[config.mk]
export PLATFORM = sky130hd
export DESIGN_NAME = sram_mem_controller
export DESIGN_NICKNAME = d
export VERILOG_FILES = /design/src/rtl/sram_ctrl_pkg.sv /design/src/rtl/sram_mem_controller.sv
export SDC_FILE = /design/constraint.sdc
export NUM_CORES = 1
export LEC_CHECK = 0
export ABC_AREA = 1
export BUFFER_PORTS_ARGS = -buffer_cell sky130_fd_sc_hd__buf_2
export CAP_MARGIN = 15
export CORE_MARGIN = 2
export CORE_UTILIZATION = 40
export DETAILED_ROUTE_END_ITERATION = 8
export GPL_ROUTABILITY_DRIVEN = 1
export PLACE_DENSITY_LB_ADDON = 0.3
export SYNTH_ARGS = -nofsm -noshare
export SYNTH_HDL_FRONTEND = slang
export SYNTH_SLANG_ARGS = --single-unit
[constraint.sdc]
create_clock -name clk -period 3.3 [get_ports clk]
set_clock_uncertainty 0.05 [all_clocks]
set_input_delay 0.99 -clock clk [delete_from_list [all_inputs] [get_ports clk]]
set_output_delay 0.99 -clock clk [all_outputs]
set_load 0.03 [all_outputs]
[src/rtl/sram_ctrl_pkg.sv]
// rtl/sram_ctrl_pkg.sv - shared types and default constants for the SRAM memory-stage controller
package sram_ctrl_pkg;

    localparam int unsigned DEF_MEM_BASE    = 1024;
    localparam int unsigned DEF_SRAM_AW     = 18;
    localparam int unsigned DEF_WAIT_CYCLES = 1;

    typedef enum logic [2:0] {
        IDLE   = 3'd0,
        ACC_LO = 3'd1,
        ACC_HI = 3'd2,
        WAIT   = 3'd3,
        DONE   = 3'd4
    } state_e;

    typedef enum logic {
        OP_READ  = 1'b0,
        OP_WRITE = 1'b1
    } op_e;

endpackage

[src/rtl/sram_mem_controller.sv]
// rtl/sram_mem_controller.sv - 32-bit load/store to two 16-bit async SRAM accesses with wait states
// Optional range check with sticky addr_err output: define SRAM_MEM_RANGE_CHECK_EN.
module sram_mem_controller
    import sram_ctrl_pkg::*;
#(
    parameter int unsigned MEM_BASE    = DEF_MEM_BASE,
    parameter int unsigned SRAM_AW     = DEF_SRAM_AW,
    parameter int unsigned WAIT_CYCLES = DEF_WAIT_CYCLES
) (
    input  logic               clk,
    input  logic               rst,
    input  logic               rd_en,
    input  logic               wr_en,
    input  logic [31:0]        address,
    input  logic [31:0]        write_data,
    output logic [31:0]        read_data,
    output logic               ready,
    output logic [SRAM_AW-1:0] sram_addr,
    output logic [15:0]        sram_dq_out,
    input  logic [15:0]        sram_dq_in,
    output logic               sram_dq_oe,
    output logic               sram_we_n,
    output logic               sram_oe_n
`ifdef SRAM_MEM_RANGE_CHECK_EN
    ,
    output logic               addr_err
`endif
);

    localparam int unsigned CNT_W = (WAIT_CYCLES > 0) ? $clog2(WAIT_CYCLES + 1) : 1;
    localparam logic [CNT_W-1:0] CNT_LAST = (WAIT_CYCLES > 0) ? CNT_W'(WAIT_CYCLES - 1) : '0;

    state_e             r_state;
    state_e             w_state_next;
    op_e                r_op;
    logic [31:0]        r_addr;
    logic [31:0]        r_wdata;
    logic [CNT_W-1:0]   r_cnt;
    logic [31:0]        r_read_data;
    logic [SRAM_AW-1:0] r_sram_addr;
    logic [15:0]        r_dq_out;
    logic               r_dq_oe;
    logic               r_we_n;
    logic               r_oe_n;

    logic               w_req;
    op_e                w_op_in;
    op_e                w_src_op;
    logic [31:0]        w_src_addr;
    logic [31:0]        w_src_wdata;
    logic               w_src_err;
    logic               w_cur_err;
    logic [SRAM_AW-1:0] w_half_lo;
    logic [SRAM_AW-1:0] w_half_hi;

    logic [SRAM_AW-1:0] w_addr_nx;
    logic [15:0]        w_dq_out_nx;
    logic               w_dq_oe_nx;
    logic               w_we_n_nx;
    logic               w_oe_n_nx;

    assign w_req   = rd_en | wr_en;
    assign w_op_in = wr_en ? OP_WRITE : OP_READ;

    // Pin values are registered, so they are computed from the request that the next state will serve:
    // the live inputs when leaving IDLE, the latched request afterwards.
    assign w_src_op    = (r_state == IDLE) ? w_op_in    : r_op;
    assign w_src_addr  = (r_state == IDLE) ? address    : r_addr;
    assign w_src_wdata = (r_state == IDLE) ? write_data : r_wdata;

    assign w_half_lo = SRAM_AW'(((w_src_addr - MEM_BASE) >> 2) << 1);
    assign w_half_hi = w_half_lo | SRAM_AW'(1);

`ifdef SRAM_MEM_RANGE_CHECK_EN
    logic w_in_err;
    logic r_acc_err;
    logic r_addr_err;

    assign w_in_err  = (address < MEM_BASE) ||
                       (((address - MEM_BASE) >> 2) >= (32'd1 << (SRAM_AW - 1)));
    assign w_src_err = (r_state == IDLE) ? w_in_err : r_acc_err;
    assign w_cur_err = r_acc_err;
    assign addr_err  = r_addr_err;

    always_ff @(posedge clk or negedge rst) begin
        if (!rst) begin
            r_acc_err  <= 1'b0;
            r_addr_err <= 1'b0;
        end else if (r_state == IDLE && w_req) begin
            r_acc_err <= w_in_err;
            if (w_in_err) begin
                r_addr_err <= 1'b1;
            end
        end
    end
`else
    assign w_src_err = 1'b0;
    assign w_cur_err = 1'b0;
`endif

    always_ff @(posedge clk or negedge rst) begin
        if (!rst) begin
            r_state <= IDLE;
        end else begin
            r_state <= w_state_next;
        end
    end

    always_comb begin
        w_state_next = r_state;
        case (r_state)
            IDLE:    w_state_next = w_req ? ACC_LO : IDLE;
            ACC_LO:  w_state_next = ACC_HI;
            ACC_HI:  w_state_next = (WAIT_CYCLES > 0) ? WAIT : DONE;
            WAIT:    w_state_next = (r_cnt == CNT_LAST) ? DONE : WAIT;
            DONE:    w_state_next = IDLE;
            default: w_state_next = IDLE;
        endcase
    end

    always_comb begin
        ready       = ((r_state == IDLE) && !w_req) || (r_state == DONE);
        w_addr_nx   = r_sram_addr;
        w_dq_out_nx = r_dq_out;
        w_dq_oe_nx  = 1'b0;
        w_we_n_nx   = 1'b1;
        w_oe_n_nx   = 1'b1;
        if (w_state_next == ACC_LO || w_state_next == ACC_HI) begin
            w_addr_nx = (w_state_next == ACC_LO) ? w_half_lo : w_half_hi;
            if (w_src_op == OP_WRITE) begin
                w_dq_out_nx = (w_state_next == ACC_LO) ? w_src_wdata[15:0] : w_src_wdata[31:16];
                if (!w_src_err) begin
                    w_dq_oe_nx = 1'b1;
                    w_we_n_nx  = 1'b0;
                end
            end else if (!w_src_err) begin
                w_oe_n_nx = 1'b0;
            end
        end
    end

    always_ff @(posedge clk or negedge rst) begin
        if (!rst) begin
            r_op        <= OP_READ;
            r_addr      <= '0;
            r_wdata     <= '0;
            r_cnt       <= '0;
            r_read_data <= '0;
            r_sram_addr <= '0;
            r_dq_out    <= '0;
            r_dq_oe     <= 1'b0;
            r_we_n      <= 1'b1;
            r_oe_n      <= 1'b1;
        end else begin
            if (r_state == IDLE && w_req) begin
                r_op    <= w_op_in;
                r_addr  <= address;
                r_wdata <= write_data;
            end
            r_cnt <= (r_state == WAIT) ? r_cnt + 1'b1 : '0;
            // Each read half is sampled on the edge that ends its access cycle; flagged accesses return 0.
            if (r_op == OP_READ && r_state == ACC_LO) begin
                r_read_data[15:0] <= w_cur_err ? 16'h0000 : sram_dq_in;
            end
            if (r_op == OP_READ && r_state == ACC_HI) begin
                r_read_data[31:16] <= w_cur_err ? 16'h0000 : sram_dq_in;
            end
            r_sram_addr <= w_addr_nx;
            r_dq_out    <= w_dq_out_nx;
            r_dq_oe     <= w_dq_oe_nx;
            r_we_n      <= w_we_n_nx;
            r_oe_n      <= w_oe_n_nx;
        end
    end

    assign read_data   = r_read_data;
    assign sram_addr   = r_sram_addr;
    assign sram_dq_out = r_dq_out;
    assign sram_dq_oe  = r_dq_oe;
    assign sram_we_n   = r_we_n;
    assign sram_oe_n   = r_oe_n;

endmodule
==> impl_results.md <==
* Detailed Routing Iterations Pass 1 at 5
* Sequential share of the synthesized area at 55.69%
* Max IR drop VDD at 0.4544 mV
* Mapped Avg Cell Area at 8.995 um^2
* # clock sinks at 107
* First-iteration detailed-routing DRC count at 260
* Standby leakage power at slightly above 0.003 uW
* Type of the worst min-delay path: reg2reg
* Run status: completed
* Power share of the combinational group at 51.2%
* Vias after detailed routing at 3934
* DP HPWL at approximately 7.5 mm
* Peak fanout along the critical path at 2
* Clock transition time at the flip-flop clock pins of the worst setup and hold paths at approximately 0.070 ns
* Row cnt at 40
* Clock latency on the worst-skew pair at 0.35 ns
* Worst hold slack at 0.4248 ns
* Count of input and output buffers at around 140
* DR WL/cell at 13.18 um
* Ratio of cells with drive above 1 in the final layout at between 20 and 30%
* Yosys synthesis warning count at 0
* Worst setup slack after layout at 0.6516 ns
* Count of unresolved DRC violations after routing at 0
* Part of the power in registers at 33.1%
* Cell Int Power at 3644 uW
* Most used cells in the layout excluding fill and tap cells: sky130_fd_sc_hd__buf_2 (137), sky130_fd_sc_hd__nand2_1 (123), sky130_fd_sc_hd__dfrtp_1 (105), sky130_fd_sc_hd__o21ai_0 (70), sky130_fd_sc_hd__inv_1 (54)
* Worst slew margin relative to its limit at between 30% and 40%
* Most common cell after layout, fill and taps aside: sky130_fd_sc_hd__buf_2
* Cell area power density at 1188 mW/mm^2
* Post-cts gate resize count at 0
* Die Wd at ~110 um
* Number of max-capacitance violations reported at 0
* Largest net degree at the start of global routing at 50
* Register bit total from synthesis at 107
* RSZ-0062 raised after global routing: false
* Pwr Total at 6984 uW
* Setup fix buffers added after clock tree synthesis at 0
* Num CTS Buffers at 9
* Overall die height at ~110 um
* Max Transition Viols Final at 0
* Root buffer selected by CTS: sky130_fd_sc_hd__clkbuf_16
* Residual antenna-violating net count after detailed routing at 0
* Period utilisation layout at 80.26%
* Sw Ratio at 47.82%
* Vias per cell at 4.833
* Number of distinct library cells after synthesis at 32
* Clock share of power at 15.8%
* Grt total ovfl at 0
* Boundary pin count at 154
* Data arrival time of the critical path at 1.61 ns
* Critical path startpoint category: primary input
* Setup-violating endpoint count in the final report at 0
* Nature of the critical path endpoint: output pin
* Diode insertion count for antenna repair at 0
* Number of nets produced by synthesis at 620
* Area of the multi-input gates at 0.001724 mm^2
* Number of buffers inserted by hold repair at cts at 0
* Placed instance count at between 700 and 800
* DRT Wirelength at around 11 mm
* Layout fillers at ~1200
* Power spent charging and discharging nets at 3340 uW
* Hold violation count in the final report at 0
* Transition time of the tightest slew-check pin at 1.006 ns
* Data required time of the worst path at 2.26 ns
* Critical path class: in2out
* Buffer levels on the longest clock path at 2
* Placer congestion estimate at 0.7443
* Area inside the core boundary at 0.01186 mm^2
* GRT Overall Usage at roughly 18%
* First-pass GRT wire length at 17.89 mm
* Area growth from synthesis to layout at 22.13%
* Nets at 747
* Shortest period the worst path allows at 2.648 ns
* Number of H-tree levels at 3
* Clock tree from TritonCTS: built
* Minimum setup slack after placement at 0.4435 ns
* Final-layout setup total negative slack at 0 ns
* Mapped cell area at 0.004812 mm^2
* Fmax at 0.3776 GHz
* Number of global-route vias before repair at slightly below 4000
* FF/Latch Area at 0.002680 mm^2
* Post-Synthesis Cells at 535
* Effective utilization at floorplan at 40.57%
* Post-route non-filler standard cell count at 814
* Die area at 0.01292 mm^2
* Number of antenna violations at the first check in global routing at 0
[critical path, stage by stage]
cell	delay, ns
sky130_fd_sc_hd__buf_2	0.12
sky130_fd_sc_hd__nor2_2	0.15
sky130_fd_sc_hd__o21a_1	0.14
sky130_fd_sc_hd__buf_2	0.20
[layout make-up]
type	instances	share of cell area, %
sequential	107	45.60
multi-input combinational	341	29.34
timing repair buffer	144	12.77
clock buffer	10	4.066
inverter	59	3.981
tap	147	3.130
clock inverter	6	1.107
[cells in the mapped netlist, drive strengths merged]
library cell / number / area, um^2
a31oi: 10 / 62.56
clkinv: 1 / 16.27
a21oi: 18 / 90.09
nand3: 29 / 145.1
inv: 58 / 217.7
nor2: 53 / 244.0
nand2: 131 / 540.5
o21a: 1 / 7.510
o21ai: 71 / 366.6
o22ai: 1 / 6.260
buf: 20 / 143.9
ha: 1 / 12.51
dfstp: 2 / 52.55
o31ai: 16 / 180.2
dfrtp: 105 / 2628
nor4: 2 / 12.51
or2: 3 / 18.77
nand3b: 5 / 37.54
clkbuf: 8 / 30.03
[cell families (layout without fill, tap and decap cells)]
kind of cell / Yosys count / count (layout) / synth area share (%)
compound gates: 117 / 117 / 14.82
fa+ha+maj: 1 / 1 / 0.2600
flops: 107 / 107 / 55.69
simple gates: 223 / 223 / 20.75
buf+inv: 87 / 219 / 8.476
[metal layers]
layer / track usage (%) / share of wire [%] / up-vias
met2: 28.82 / 47 / 122
li1: - / - / 1974
met1: 21.75 / 45 / 1820
met4: 8.455 / 2.1 / 0
met5: 0 / 0 / -
met3: 4.304 / 6.5 / 18
[flip-flops by register name, indices dropped and copies added (netlist names)]
| name | cells |
|---|---|
| sram_we_n | 1 |
| r_op | 1 |
| r_addr | 17 |
| sram_oe_n | 1 |
| r_cnt | 1 |
| read_data | 32 |
| sram_addr | 18 |
| sram_dq_oe | 1 |
| r_wdata | 16 |
| r_state | 3 |
| sram_dq_out | 16 |
[worst paths after layout]
| check | from | endpoint | slack (ns) | cells past startpoint |
|---|---|---|---|---|
| worst max-delay path | wr_en | ready | 0.65 | 4 |
| worst min-delay path | r_cnt | r_state[2] | 0.42 | 1 |
| worst max register to register | r_state[0] | sram_dq_out[2] | 1.11 | 7 |
| worst min register to register | r_cnt | r_state[2] | 0.42 | 1 |
| max in group asynchronous | rst | r_wdata[21] | 1.96 | 2 |
| min in group asynchronous | rst | sram_dq_out[9] | 0.49 | 1 |
[power groups by stage]
stage                     Sequential [uW]  Combinational [uW]  Clock (uW)
after floorplan                      3100                2040           0
after global placement               2300                3530           0
after detailed placement             2330                3610           0
after CTS                            2310                3620        1130
after global routing                 2380                4010        1180
final                                2310                3580        1100
[metrics by stage]
step | area [um^2] | utilization [%]
finish | 5877 | 49.55
global route | 5877 | 49.55
CTS | 5877 | 49.55
detailed placement | 5573 | 46.98
global placement | 5573 | 46.98
floorplan | 4812 | -
No activity file was read; power rests on OpenSTA's default activity.
